`src/rtl/argmax_pkg.sv`:
```
// Shared constants and FSM encoding for the argmax chunk packer.
// Lane geometry matches the downstream 16-input serial argmax.
package argmax_pkg;

  localparam int LANES  = 16;
  localparam int LANE_W = 4;

  typedef enum logic [1:0] {
    S_CLEAR = 2'd0,
    S_FILL  = 2'd1,
    S_DRAIN = 2'd2,
    S_DONE  = 2'd3
  } state_t;

endpackage

```
`src/rtl/chunk_fill_register.sv`:
```
// 16-lane write-by-index register; idle lanes sit at PAD.
// chunk shows the register merged with this cycle's write.
module chunk_fill_register
  import argmax_pkg::*;
#(
  parameter int WIDTH = 8
) (
  input  logic                    clk,
  input  logic                    rst,
  input  logic                    clear,
  input  logic                    wr_en,
  input  logic [LANE_W-1:0]       wr_idx,
  input  logic signed [WIDTH-1:0] wr_data,
  input  logic                    flush,
  output logic signed [WIDTH-1:0] chunk [LANES]
);

  localparam logic signed [WIDTH-1:0] PAD =
    {1'b1, {(WIDTH-1){1'b0}}};

  logic signed [WIDTH-1:0] lanes [LANES];

  // A flushing write is consumed through chunk, so lanes go back to PAD.
  always_ff @(posedge clk) begin
    if (rst || clear || (wr_en && flush)) begin
      for (int i = 0; i < LANES; i++) begin
        lanes[i] <= PAD;
      end
    end else if (wr_en) begin
      lanes[wr_idx] <= wr_data;
    end
  end

  always_comb begin
    for (int i = 0; i < LANES; i++) begin
      chunk[i] = lanes[i];
      if (wr_en && (LANE_W'(i) == wr_idx)) begin
        chunk[i] = wr_data;
      end else if (wr_en && (LANE_W'(i) > wr_idx)) begin
        chunk[i] = PAD;
      end
    end
  end

endmodule

```
`src/rtl/argmax_chunk_packer.sv`:
```
// Packs a scalar score stream into padded 16-lane chunks and
// sequences clear/enable/done for a serial 16-input argmax.
module argmax_chunk_packer
  import argmax_pkg::*;
#(
  parameter int WIDTH             = 8,
  parameter int CHUNK_COUNT_WIDTH = 4
) (
  input  logic                    clk,
  input  logic                    rst,
  input  logic                    in_valid,
  output logic                    in_ready,
  input  logic signed [WIDTH-1:0] in_data,
  input  logic                    in_last,
  output logic signed [WIDTH-1:0] out [LANES],
  output logic                    out_enable,
  output logic                    out_clear,
  output logic                    frame_done,
  output logic                    frame_overflow
);

  localparam logic signed [WIDTH-1:0] PAD =
    {1'b1, {(WIDTH-1){1'b0}}};
  localparam logic [CHUNK_COUNT_WIDTH-1:0] CNT_MAX =
    {CHUNK_COUNT_WIDTH{1'b1}};
  localparam logic [LANE_W-1:0] LANE_TOP =
    LANE_W'(LANES - 1);

  state_t                       state;
  logic [LANE_W-1:0]            lane;
  logic [CHUNK_COUNT_WIDTH-1:0] chunk_cnt;
  logic                         first_seen;
  logic                         accept;
  logic                         emit;
  logic signed [WIDTH-1:0]      chunk [LANES];

  assign in_ready   = (state == S_FILL);
  assign out_clear  = (state == S_CLEAR);
  assign frame_done = (state == S_DONE);

  assign accept = in_valid && in_ready;
  assign emit   = accept && (in_last || (lane == LANE_TOP));

  chunk_fill_register #(
    .WIDTH (WIDTH)
  ) u_fill (
    .clk     (clk),
    .rst     (rst),
    .clear   (out_clear),
    .wr_en   (accept),
    .wr_idx  (lane),
    .wr_data (in_data),
    .flush   (emit),
    .chunk   (chunk)
  );

  // chunk_cnt counts chunks after the first, so a saturated counter
  // on a new emit means the frame passed 2^CHUNK_COUNT_WIDTH chunks.
  always_ff @(posedge clk) begin
    if (rst) begin
      state          <= S_CLEAR;
      lane           <= '0;
      chunk_cnt      <= '0;
      first_seen     <= 1'b0;
      frame_overflow <= 1'b0;
      out_enable     <= 1'b0;
      for (int i = 0; i < LANES; i++) begin
        out[i] <= PAD;
      end
    end else begin
      out_enable <= emit;
      if (emit) begin
        for (int i = 0; i < LANES; i++) begin
          out[i] <= chunk[i];
        end
        if (!first_seen) begin
          first_seen <= 1'b1;
        end else if (chunk_cnt == CNT_MAX) begin
          frame_overflow <= 1'b1;
        end else begin
          chunk_cnt <= chunk_cnt + 1'b1;
        end
      end
      unique case (state)
        S_CLEAR: begin
          state          <= S_FILL;
          lane           <= '0;
          chunk_cnt      <= '0;
          first_seen     <= 1'b0;
          frame_overflow <= 1'b0;
        end
        S_FILL: begin
          if (accept) begin
            lane <= in_last ? '0 : lane + 1'b1;
            if (in_last) begin
              state <= S_DRAIN;
            end
          end
        end
        S_DRAIN: state <= S_DONE;
        S_DONE:  state <= S_CLEAR;
        default: state <= S_CLEAR;
      endcase
    end
  end

endmodule
```
`config.mk`:
```
export PLATFORM = sky130hd
export DESIGN_NAME = argmax_chunk_packer
export DESIGN_NICKNAME = d
export VERILOG_FILES = /design/src/rtl/argmax_pkg.sv /design/src/rtl/chunk_fill_register.sv /design/src/rtl/argmax_chunk_packer.sv
export SDC_FILE = /design/constraint.sdc
export NUM_CORES = 1
export LEC_CHECK = 0
export BUFFER_PORTS_ARGS = -buffer_cell sky130_fd_sc_hd__buf_2
export CAP_MARGIN = 30
export CORE_ASPECT_RATIO = 1.1
export CORE_UTILIZATION = 44
export DETAILED_ROUTE_END_ITERATION = 10
export PLACE_DENSITY_LB_ADDON = 0.2
export RECOVER_POWER = 50
export SYNTH_ARGS = -nofsm -noshare
export SYNTH_HDL_FRONTEND = slang
export SYNTH_SLANG_ARGS = --single-unit
```
`constraint.sdc`:
```
create_clock -name clk -period 2.6 [get_ports clk]
set_input_delay 0.39 -clock clk [delete_from_list [all_inputs] [get_ports clk]]
set_output_delay 0.39 -clock clk [all_outputs]
set_load 0.005 [all_outputs]
```
# --- Yosys cells after proc, flatten, opt, wreduce, memory -nomap -nowiden ---
# Memories as Yosys holds them, arrays and structs flattened.
# Index checks and enable logic that the tools add are counted.
totals:
  ram_bits: 128
  output_inout_bits: 133
  input_bits: 12
  register_bits: 141
  mem_count: 1
  wordCells: 157
op_classes:
  addsub: 2
  n_lt_le_gt_ge: 16
  n_bitwise: 1
  eq_ne: 22
  n_mux: 46
  reduce_logical: 47
memory_table:
  columns: ["name", "words", "width", "read_ports", "rd_clocked_by_memory_dff", "write_ports", "line", "text"]
  rows:
  - ["u_fill.lanes", 16, 8, 16, 0, 16, "chunk_fill_register.sv:21", "logic signed [WIDTH-1:0] lanes [LANES];"]
op_table:
  columns: ["operator", "count"]
  rows:
  - ["$mux W8", 33]
  - ["$logic_and A1 B1 Y1", 35]
  - ["$eq A4 B4 Y1 const A", 8]
  - ["$gt A4 B4 Y1 const A", 8]
  - ["$eq A3 B4 Y1 const A", 4]
  - ["$gt A3 B4 Y1 const A", 4]
  - ["$mux W4", 3]
  - ["$add A4 B1 Y4 const B", 2]
  - ["$eq A2 B4 Y1 const A", 2]
  - ["$eq A4 B4 Y1 const B", 2]
  - ["$gt A1 B4 Y1 const A", 2]
  - ["$gt A2 B4 Y1 const A", 2]
  - ["$pmux W2 S4", 1]
  - ["$pmux W4 S2", 1]
  - ["$reduce_or A8 Y1", 1]
  - ["$mux W1", 6]
  - ["$reduce_and A3 Y1", 2]
  - ["$eq A1 B4 Y1 const A", 1]
  - ["$eq A2 B2 Y1 const B", 2]
  - ["$logic_not A4 Y1", 1]
  - ["$mux W2", 2]
  - ["$ne A2 B1 Y1 const B", 2]
  - ["$reduce_and A2 Y1", 2]
  - ["$logic_or A1 B1 Y1", 3]
  - ["other kinds (5)", 5]

# --- Logic depth before layout (Yosys ltp) ---
# Gate-level depths: netlist of run 1.
logic_depth:
  depth_word: 9
  ltp_mapped: 10
  mapped_depth_nobuf: 8

# --- By module ---
# Synthesis of run 1 repeated with hierarchy kept, for this count alone.
hier_totals:
  cells_unflattened: 1207
  hier_area_um2: 11410.9
by_module_without_submodules:
  columns: ["mod", "cells_per_inst", "n_inst", "seq_area_each_um2", "area_each_um2"]
  rows:
  - ["chunk_fill_register", 577, 1, 3843.7, 6347.3]
  - ["argmax_chunk_packer", 630, 1, 2822.7, 5063.6]

# --- Least setup slack after synthesis of run 1 ---
# No wires, ideal clock.
synth_timing:
  path_kind: "register -> register"
  startpoint: "register state[1]"
  endpoint: "memory u_fill.lanes[5][0], enable pin"
  synth_period_minus_slack_ns: 2.166
  setup_time_ns: 0.384
  setup_slack_ns: 0.434
  t_required_ns: 2.216
  n_path_buf: 2
  path_stages_with_launch: 8
  arrival_time_ns: 1.782
  path_cell_list: "dfxtp_1 > inv_1 > ha_1 > buf_4 > and2_1 > buf_2 > nand4_1 > o21ai_0"
synth_rtl:
  columns: ["item", "line", "text"]
  rows:
  - ["start: declaration", "argmax_chunk_packer.sv:29", "state_t state;"]
  - ["start signal: assignment", "argmax_chunk_packer.sv:61", "state <= S_CLEAR;"]
  - ["start signal: assignment", "argmax_chunk_packer.sv:86", "state <= S_FILL;"]
  - ["start signal: assignment", "argmax_chunk_packer.sv:96", "state <= S_DRAIN;"]
  - ["end: declaration", "chunk_fill_register.sv:21", null]

# --- Worst setup path in the final report of run 1 ---
layout_timing:
  startpoint: "register lane[1]"
  endpoint: "register out[63] in the netlist's numbering"
layout_between:
  elab_chain_len: 4
  word_cells_on_any_way: 9
  classes_between: "order compare (1); eq/ne (2); mux (2); reduce/logical (4)"
layout_lines:
  columns: ["item", "line", "text"]
  rows:
  - ["start: declaration", "argmax_chunk_packer.sv:30", "logic [LANE_W-1:0] lane;"]
  - ["start signal: assignment", "argmax_chunk_packer.sv:94", "lane <= in_last ? '0 : lane + 1'b1;"]
  - ["$gt A4 B4 Y1", "chunk_fill_register.sv:39", "end else if (wr_en && (LANE_W'(i) > wr_idx)) begin"]
  - ["$logic_and A1 B1 Y1", "chunk_fill_register.sv:39", null]
  - ["$mux W8", "chunk_fill_register.sv:39", null]
  - ["$mux W8", "chunk_fill_register.sv:37", "if (wr_en && (LANE_W'(i) == wr_idx)) begin"]
  - ["end signal: indexed assignment", "argmax_chunk_packer.sv:74", "out[i] <= chunk[i];"]
  - ["end: declaration", "argmax_chunk_packer.sv:15", "output logic signed [WIDTH-1:0] out [LANES],"]
# Parallel ways exist; a longest one is shown, timed or not.
# A chain may end at the register's enable or synchronous reset.

==> results of run 1 <==
[layout make-up]
class	count	area [um^2]
multi-input combinational	676	4090
clock buffer	37	816
fill	2234	11700
tap	310	388
timing repair buffer	184	993
inverter	17	63.8
sequential	261	6430
clock inverter	15	106
[cells in the final DEF, fill, tap and decap left out, drive strengths merged, types with 3 or more instances in the layout]
master,count
nand4,3
and2,72
o22ai,9
o21ai,19
or3,3
a22o,7
inv,18
a211oi,10
o2bb2ai,10
nor2,126
nand2,76
a211o,8
a221oi,71
clkbuf,90
nand2b,13
a21oi,43
nor3,78
nand3,28
and3,29
ha,10
mux2,7
buf,131
a311oi,8
edfxtp,120
a31oi,4
clkinv,12
dfxtp,141
mux2i,16
nand3b,4
[flip-flops by register name, summed over array words and instances, names as in the netlist]
register        flops
u_fill.lanes      120
frame_overflow      1
lane                4
first_seen          1
out               128
out_enable          1
state               2
chunk_cnt           4
[path summary, 6_finish.rpt]
check | from | to | slack [ns] | cells past startpoint
worst min register to register | out[59]$_SDFFE_PP0P_ | out[59]$_SDFFE_PP0P_ | 0.45 | 2
worst max-delay path | lane[1]$_SDFFE_PP0P_ | out[63]$_SDFFE_PP1P_ | 0.23 | 7
worst max register to register | lane[1]$_SDFFE_PP0P_ | out[63]$_SDFFE_PP1P_ | 0.23 | 7
worst min-delay path | rst | lane[0]$_SDFFE_PP0P_ | 0.21 | 2
[metal layers]
layer	part of all wire [%]	routed length, um
met5	0	0
met4	2.6	763
met3	5.4	1600
met2	47	13700
met1	45	13300
[logic make-up after synthesis]
group	count (synthesis)
fa+ha+maj	10
simple gates	447
xor+xnor	1
buf+inv	119
flops	261
mux	23
compound gates	195
[metrics by stage]
step                instances  hold WS (ns)  instance area (um^2)  setup WS (ns)
global placement         1447         0.437                 12100          0.429
CTS                      1500         0.195                 13000          0.360
detailed placement       1448         0.442                 12100          0.384
finish                   1500         0.205                 12900          0.235
global route             1500         0.210                 12900          0.112
floorplan                1056         0.448                 11100          0.434
[where the power goes]
| part | switching (mW) | total [mW] | internal (mW) |
|---|---|---|---|
| clock network | 1.63 | 3.93 | 2.30 |
| logic | 1.34 | 1.97 | 0.622 |
| registers | 0.270 | 5.40 | 5.13 |
| total | 3.24 | 11.3 | 8.05 |
[worst max-delay path: stages (launching register included)]
cell	delay [ns]
dfxtp_1	0.40
clkbuf_1	0.30
inv_1	0.17
ha_1	0.36
nand2b_1	0.37
mux2i_1	0.28
a21oi_1	0.10
a211o_1	0.27
==> results.ini, run 1 <==
[sta]
setup_violations = 0
finalHoldViolCount = 0
rsz0062_at_grt = no
drv_slew = 0
fin_crit_sh_pct = 91.0
finalSetupTns_ns = 0
max_slew_margin_pct = 33.1
period_needed_ns = 2.37
fmax_mhz = 423
worst_pin_slew_ns = 0.994
skew_ns = 0.0177

[synth]
synth-xor-area-share_pct = 0.0792
synth_common_cells = 141 x dfxtp_1, 121 x nor2_1, 120 x edfxtp_1, 75 x nand2_1, 73 x nor3_1
synth-adder-area-share_pct = 1.13
avgSynthCellArea_um2 = 10.5
yosys.area_share.simple_pct = 20.7
postSynth.asyncResetShare_pct = 0
yosysMostFrequentCell = dfxtp_1
synth_top_family_by_area = simple AND/OR/NAND/NOR gates
synth_mux_area_share_pct = 2.16
ys_warn_count = 0
synth_cells = 1056
synth_top_area_share_pct = 32.6
synth_cell_types = 59
syn_nets = 1078
ys_ff_latch = 261
syn_area_um2 = 11100
synth_top_area_cell = edfxtp_1
synth.area.top_cells = edfxtp_1 33%, dfxtp_1 26%, a221oi_1 5.5%, nor2_1 4.1%, and2_1 4.1%
yosys_most_used_dff = dfxtp_1
synth_compound_area_share_pct = 13.0
synth-edff-count = 120
yosysSeqAreaShare_pct = 58.1

[clock_tree]
cts_root_buf = clkbuf_16
clkTransAtPathRegs_ns = 0.06
clk_path_buf_depth = 3
htreeDepth = 1
post_cts_buffers = 0
worstSkewPairLatency_ns = 0.54
cts_resized = 0
cts_tree = built
cts-hold-fix-buffers = 0
cts_buffers = 28
cts.sinks = 261

[critical_path]
worstSetupPathType = register to register
worstPathArrival_ns = 2.79
cp_max_fo = 12
critPathLaunchType = register
cp-end-kind = register
required_ns = 3.02

[route]
dr.pass1.iters = 8
wire_per_inst_um = 19.6
routed_wl_mm = 29.4
viasPerCell = 5.66
vias = 8494
drc = 0
drt-initial-drc-count = 618
ant_nets = 0

[cells_and_area]
syn_to_final_growth_pct = 16.4
antennaDiodeCount = 0
fin_util_pct = 52.5
drive_above_1_share_pct = 16.9
fin_nets = 1190

[global_route]
grt_pass1_vias = 8242
met2_usage_pct = 37.0
busiest_layer = met2
grt_max_degree = 119
overflow = 0
grt_util_met1_pct = 31.5
antenna_found_initial = 0
use_met3_pct = 2.81
grt_pass1_wl_mm = 46.3
track_usage_pct = 22.7

[place]
hpwl_mm = 18.9
place.gp.congestion = 0.887
portBuffers = 144

[die]
start_util_pct = 45.1
rows = 60
pin_count = 145
die_w_um = 153
dieArea_um2 = 25800
chipHeight_um = 168
design.core.area_um2 = 24500

[pwr]
finalPower_mw = 11.3
pwr_density_cell_nw_per_um2 = 877
max-vdd-ir-drop_v = 0.000556
p_leak_nw = 5.15

[job]
max_cap_violations = 0

[hold_path]
min_path_type = input port to register

[outcome]
outcome = finished clean

(Power assumes the default switching activity.)
==> inputs of run 2 (changes only) <==
--- a/config.mk
+++ b/config.mk
@@ -10,6 +10,7 @@
 export CORE_ASPECT_RATIO = 1.1
 export CORE_UTILIZATION = 44
 export DETAILED_ROUTE_END_ITERATION = 10
+export GPL_TIMING_DRIVEN = 0
 export PLACE_DENSITY_LB_ADDON = 0.2
 export RECOVER_POWER = 50
 export SYNTH_ARGS = -nofsm -noshare
==> run 2 against run 1 <==
Net effect:
- die area stayed put
- sequential share of layout area is 0.36 points lower
- final cell count rose by 3.7%
- clock power shrank 5%
- register-to-register slack lost 0.16 ns
- clock-buffer cell count up 7
- utilization increased by 0.40 points
- sequential cell count is the same
- critical path depth up 1
- via count increased by 7.4%
- combinational power rose by 9.6%
- sequential power barely moved
- critical path type unchanged
- critical endpoint is now out[70]$_SDFFE_PP0P_
==> results.ini, run 2 (synthesis gave the netlist of run 1 again) <==
[global_route]
grt_max_degree = 15  ; -87%
overflow = 0  ; unchanged
antenna_found_initial = 0  ; unchanged
grt_pass1_vias = 8614  ; +4.5%
grt_pass1_wl_mm = 52.1  ; +13%
track_usage_pct = 27.0  ; +4.3 points

[outcome]
outcome = finished clean

[cells_and_area]
layout_commonest_cell = dfxtp_1
design_area_um2 = 13000  ; +0.77%
syn_to_final_growth_pct = 17.3
fin_util_pct = 52.9  ; +0.40 points
fin_nets = 1247  ; +4.8%
stdcell_count = 1556  ; +3.7%
final_cell_mix = 139 x dfxtp_1, 121 x nor2_1, 120 x edfxtp_1
top_regs = out x128, u_fill.lanes x120
drive_above_1_share_pct = 17.3  ; +0.38 points
top_register = out
largest_register_ffs = 128  ; unchanged

[sta]
worst_pin_slew_ns = 0.999  ; +0.00579 ns
setup_violations = 0  ; unchanged
drv_slew = 0  ; unchanged
fmax_mhz = 397  ; -6.2%
finalHoldViolCount = 0  ; unchanged
rsz0062_at_grt = no
finalWorstSetupSlack_ns = 0.0782  ; -0.157 ns
fin_crit_sh_pct = 97.0  ; +6.0 points
hold_slack_ns = 0.298  ; +0.0924 ns
skew_ns = 0.0235  ; +0.00574 ns
max_slew_margin_pct = 33.4  ; +0.31 points
period_needed_ns = 2.52  ; +0.157 ns

[critical_path]
critical_path.cell_chain = ha_1, clkbuf_1, a31o_2, nand2_2, buf_2, buf_2, a221oi_1, nor3_1
worstPathArrival_ns = 2.91  ; +0.12 ns
cp_slowest_stage_delay_ns = 0.47  ; +0.07 ns
cpMaxStageDelayCell = dfxtp_2
critPathLaunchType = register
cp-end-kind = register
worst_path_most_repeated_cell = buf_2
worstSetupPathType = register to register
required_ns = 2.99  ; -0.03 ns
cp_max_fo = 11  ; -1
r2r_cells = 8  ; +1

[pwr]
netSwitchingPower_mw = 3.38  ; +4.2%
max-vdd-ir-drop_v = 0.000408  ; -27%
pwr_density_cell_nw_per_um2 = 872  ; -0.55%
p_comb_share_pct = 19.1  ; +1.7 points
intPower_mw = 7.94  ; -1.4%
p_leak_nw = 5.18  ; +0.66%
power_frac_clock_pct = 33.1  ; -1.7 points
p_seq_share_pct = 47.8  ; about the same
p_sw_share_pct = 29.8  ; +1.1 points

[place]
hpwl_mm = 24.2  ; +28%
pre_cts_ws_ns = -0.234  ; -0.618 ns
placed_area_um2 = 12100  ; +0.65%
place.gp.congestion = 0.961  ; +8.3%
portBuffers = 136  ; -5.6%
dp.cells = 1506  ; +4.0%

[die]
die_w_um = 153  ; unchanged
rows = 60  ; unchanged
dieArea_um2 = 25800  ; unchanged
start_util_pct = 45.1  ; unchanged
design.core.area_um2 = 24500  ; unchanged
pin_count = 145  ; unchanged
chipHeight_um = 168  ; unchanged

[clock_tree]
clk_path_buf_depth = 3  ; unchanged
htreeDepth = 1  ; unchanged
cts_buffers = 27  ; -3.6%
worstSkewPairLatency_ns = 0.54  ; about the same
clkTransAtPathRegs_ns = 0.06  ; about the same
cts_root_buf = clkbuf_16
cts-hold-fix-buffers = 0  ; unchanged
post_cts_buffers = 0  ; unchanged
cts.sinks = 261  ; unchanged
cts_tree = built
cts_resized = 6  ; +6

[route]
wire_per_inst_um = 22.8  ; +16%
ant_nets = 0  ; unchanged
drt-initial-drc-count = 842  ; +36%
dr.pass1.iters = 5  ; -3
vias = 9121  ; +7.4%
viasPerCell = 5.86  ; +3.5%
drc = 0  ; unchanged
routed_wl_mm = 35.4  ; +21%

[job]
max_cap_violations = 0  ; unchanged

[hold_path]
min_path_type = input port to register
holdPathStages = 4  ; +2

[run 2: cell count changes in the layout (fill, tap and decap cells not counted), moves of 6 or more]
cell	before	now
clkbuf_1	53	104
buf_2	95	118
buf_4	29	9
nand2_1	75	66
nand2_2	0	9
buf_1	2	8
clkbuf_2	2	8
[run 2: path summary, 6_finish.rpt]
check | slack, ns | start | to
worst min register to register | 0.45 | out[59]$_SDFFE_PP0P_ | out[59]$_SDFFE_PP0P_
worst max register to register | 0.08 | lane[1]$_SDFFE_PP0P_ | out[70]$_SDFFE_PP0P_
worst max-delay path | 0.08 | lane[1]$_SDFFE_PP0P_ | out[70]$_SDFFE_PP0P_
worst min-delay path | 0.30 | in_last | lane[2]$_SDFFE_PP0P_
[run 2: power groups by stage]
| stage | logic, mW | clock network [mW] | registers [mW] |
|---|---|---|---|
| 2_1_floorplan | 1.28 | 0 | 5.44 |
| 3_3_place_gp | 2.07 | 0 | 5.47 |
| 3_5_place_dp | 2.12 | 0 | 5.48 |
| 4_1_cts | 2.14 | 3.77 | 5.40 |
| 5_1_grt | 2.35 | 3.93 | 5.47 |
| 6_report | 2.16 | 3.75 | 5.41 |
[run 2: per-layer routing]
layer / up-vias / routed length, um / track usage (%) / share of wire [%]
met4: 0 / 937 / 8.83 / 2.6
li1: 4174 / - / - / -
met1: 4473 / 15100 / 36.8 / 43
met3: 62 / 2740 / 3.78 / 7.7
met2: 412 / 16700 / 44.3 / 47
met5: - / 0 / 0 / 0
[run 2: area by class of cell]
type                            count  area, um^2
Fill cell                        2280       11600
Sequential cell                   261        6430
Multi-Input combinational cell    676        4110
Clock buffer                       44         831
Timing Repair Buffer              140         648
Buffer                            102         478
Tap cell                          310         388
Inverter                           17        63.8
Clock inverter                      5        23.8
Antenna cell                        1        2.50
[run 2: metrics by stage]
stage	setup TNS [ns]	total power, mW
2_1_floorplan	0	6.71
3_3_place_gp	-16.61	7.54
3_5_place_dp	-12.53	7.61
4_1_cts	0	11.3
5_1_grt	0	11.7
6_report	0	11.3
[run 2: critical path: cells and delay by family (launching register included)]
| kind | cells | cell delay [ns] |
|---|---|---|
| AOI/OAI and AO/OA | 2 | 0.64 |
| buffers and inverters | 3 | 0.77 |
| DFF | 1 | 0.47 |
| and+or+nand+nor | 2 | 0.27 |
| adders and majority gates | 1 | 0.19 |
==> inputs of run 3 (changes only) <==
==> constraint.sdc (replaced) <==
create_clock -name clk -period 2.3 [get_ports clk]
set_input_delay 0.345 -clock clk [delete_from_list [all_inputs] [get_ports clk]]
set_output_delay 0.345 -clock clk [all_outputs]
set_load 0.005 [all_outputs]
==> run 3 against run 2 <==
Net effect:
- utilization up 1.1 points
- setup slack better by 0.0029 ns
- fmax up 14%
- wire length up 0.37%
- critical path depth down 1
- cell area up 2.1%
- sequential share of layout area down 0.98 points
- critical endpoint is now out[94]$_SDFFE_PP0P_
- first-iteration DRC count down 17%
- largest cell class unchanged
- highest routed layer unchanged
- die area unchanged
- power up 14%
- clock skew down 0.0018 ns
==> results.ini, run 3 (synthesis gave the netlist of run 1 again) <==
[outcome]
outcome = finished clean

[critical_path]
worstPathArrival_ns = 2.66  ; -0.25 ns
critPathLaunchType = register
required_ns = 2.74  ; -0.25 ns
cp_max_fo = 11  ; unchanged
worstSetupPathType = register to register
cp-end-kind = register

[die]
pin_count = 145  ; unchanged
design.core.area_um2 = 24500  ; unchanged
start_util_pct = 45.1  ; unchanged
dieArea_um2 = 25800  ; unchanged
chipHeight_um = 168  ; unchanged
rows = 60  ; unchanged
die_w_um = 153  ; unchanged

[clock_tree]
cts.sinks = 261  ; unchanged
clk_path_buf_depth = 3  ; unchanged
htreeDepth = 1  ; unchanged
cts_tree = built
clkTransAtPathRegs_ns = 0.06  ; about the same
cts_buffers = 27  ; unchanged
cts_root_buf = clkbuf_16
worstSkewPairLatency_ns = 0.54  ; about the same

[cells_and_area]
antennaDiodeCount = 0  ; -1
fin_util_pct = 54.0  ; +1.1 points
drive_above_1_share_pct = 20.0  ; +2.7 points
fin_nets = 1250  ; +0.24%
top_regs = out x128, u_fill.lanes x120
syn_to_final_growth_pct = 19.8
top_register = out
largest_register_ffs = 128  ; unchanged
layout_commonest_cell = dfxtp_1
final_cell_mix = 137 x dfxtp_1, 120 x edfxtp_1, 118 x nor2_1

[global_route]
track_usage_pct = 27.1  ; +0.045 points
overflow = 0  ; unchanged
antenna_found_initial = 0  ; unchanged
grt_max_degree = 15  ; unchanged
grt_pass1_vias = 8681  ; +0.78%
grt_pass1_wl_mm = 52.2  ; +0.32%

[job]
max_cap_violations = 0  ; unchanged

[route]
dr.pass1.iters = 6  ; +1
ant_nets = 0  ; unchanged
routed_wl_mm = 35.5  ; +0.37%
wire_per_inst_um = 22.8  ; +0.24%
viasPerCell = 5.88  ; +0.30%
drt-initial-drc-count = 695  ; -17%
drc = 0  ; unchanged
vias = 9160  ; +0.43%

[place]
portBuffers = 136  ; unchanged
hpwl_mm = 24.2  ; unchanged
place.gp.congestion = 0.961  ; unchanged

[pwr]
pwr_density_cell_nw_per_um2 = 978  ; +12%
p_leak_nw = 5.30  ; +2.3%
finalPower_mw = 13.0  ; +14%
max-vdd-ir-drop_v = 0.000466  ; +14%

[sta]
worst_pin_slew_ns = 1.02  ; +0.0193 ns
max_slew_margin_pct = 32.1  ; -1.3 points
rsz0062_at_grt = yes
finalSetupTns_ns = 0  ; unchanged
drv_slew = 0  ; unchanged
finalHoldViolCount = 0  ; unchanged
fin_crit_sh_pct = 96.5  ; -0.52 points
skew_ns = 0.0217  ; -0.00177 ns
period_needed_ns = 2.22  ; -0.303 ns
fmax_mhz = 451  ; +14%
setup_violations = 0  ; unchanged

[hold_path]
min_path_type = input port to register

==> run 3: cell types whose count changed in the layout (fill, tap and decap cells not counted), sizes merged <==
cell    delta
buf        +8
clkbuf     -5
diode      -1
==> run 3: report_power, final <==
part	internal (mW)	switching (mW)	total, mW
clock network	2.45	1.78	4.23
logic	0.820	1.78	2.60
registers	5.80	0.322	6.12
total	9.07	3.89	13.0
==> run 3: timing repair <==
item                       4_1_cts  5_1_grt
buffers inserted                 2        4
resized for setup               37       42
cloned                           0        0
setup endpoints to repair      304      260
hold buffers                     0        0
pin swaps                        2        8
==> run 3: critical path: stages, from the launching register on <==
cell and delay, ns:
dfxtp_2 0.49, ha_2 0.32, a31oi_1 0.18, nor2_4 0.19, buf_6 0.22, clkbuf_1 0.47, nor2_1 0.08, nor3_1 0.17
==> run 3: path summary, 6_finish.rpt <==
| path | to | cells after the start | startpoint | slack [ns] |
|---|---|---|---|---|
| min reg2reg | out[59]$_SDFFE_PP0P_ | 2 | out[59]$_SDFFE_PP0P_ | 0.45 |
| max reg2reg | out[94]$_SDFFE_PP0P_ | 7 | lane[1]$_SDFFE_PP0P_ | 0.08 |
| min | lane[2]$_SDFFE_PP0P_ | 4 | in_last | 0.25 |
| max | out[94]$_SDFFE_PP0P_ | 7 | lane[1]$_SDFFE_PP0P_ | 0.08 |
==> run 3: per-layer routing <==
metal | GRT usage [%] | vias to the layer above | wire (um)
li1 | - | 4170 | -
met1 | 36.9 | 4494 | 15100
met2 | 44.1 | 425 | 16700
met3 | 3.66 | 71 | 2690
met4 | 9.53 | 0 | 1120
met5 | 0 | - | 0
==> run 3: layout make-up <==
class	instances	area, um^2
multi-input cells	676	4300
fillers	2264	11300
repair buffers	146	693
flip-flops and latches	261	6430
clock buffers	44	831
inverters	17	63.8
well taps	310	388
plain buffers	99	517
clock inverters	5	23.8
==> run 3: per-stage QoR <==
| step | std cells | cell area [um^2] | setup slack, ns | hold slack (ns) |
|---|---|---|---|---|
| 2_1_floorplan | 1056 | 11100 | 0.134 | 0.448 |
| 3_3_place_gp | 1502 | 12100 | -0.532 | 0.437 |
| 3_5_place_dp | 1506 | 12100 | -0.534 | 0.440 |
| 4_1_cts | 1556 | 13100 | 0.00342 | 0.237 |
| 5_1_grt | 1558 | 13200 | -0.0192 | 0.296 |
| 6_report | 1558 | 13200 | 0.0810 | 0.248 |
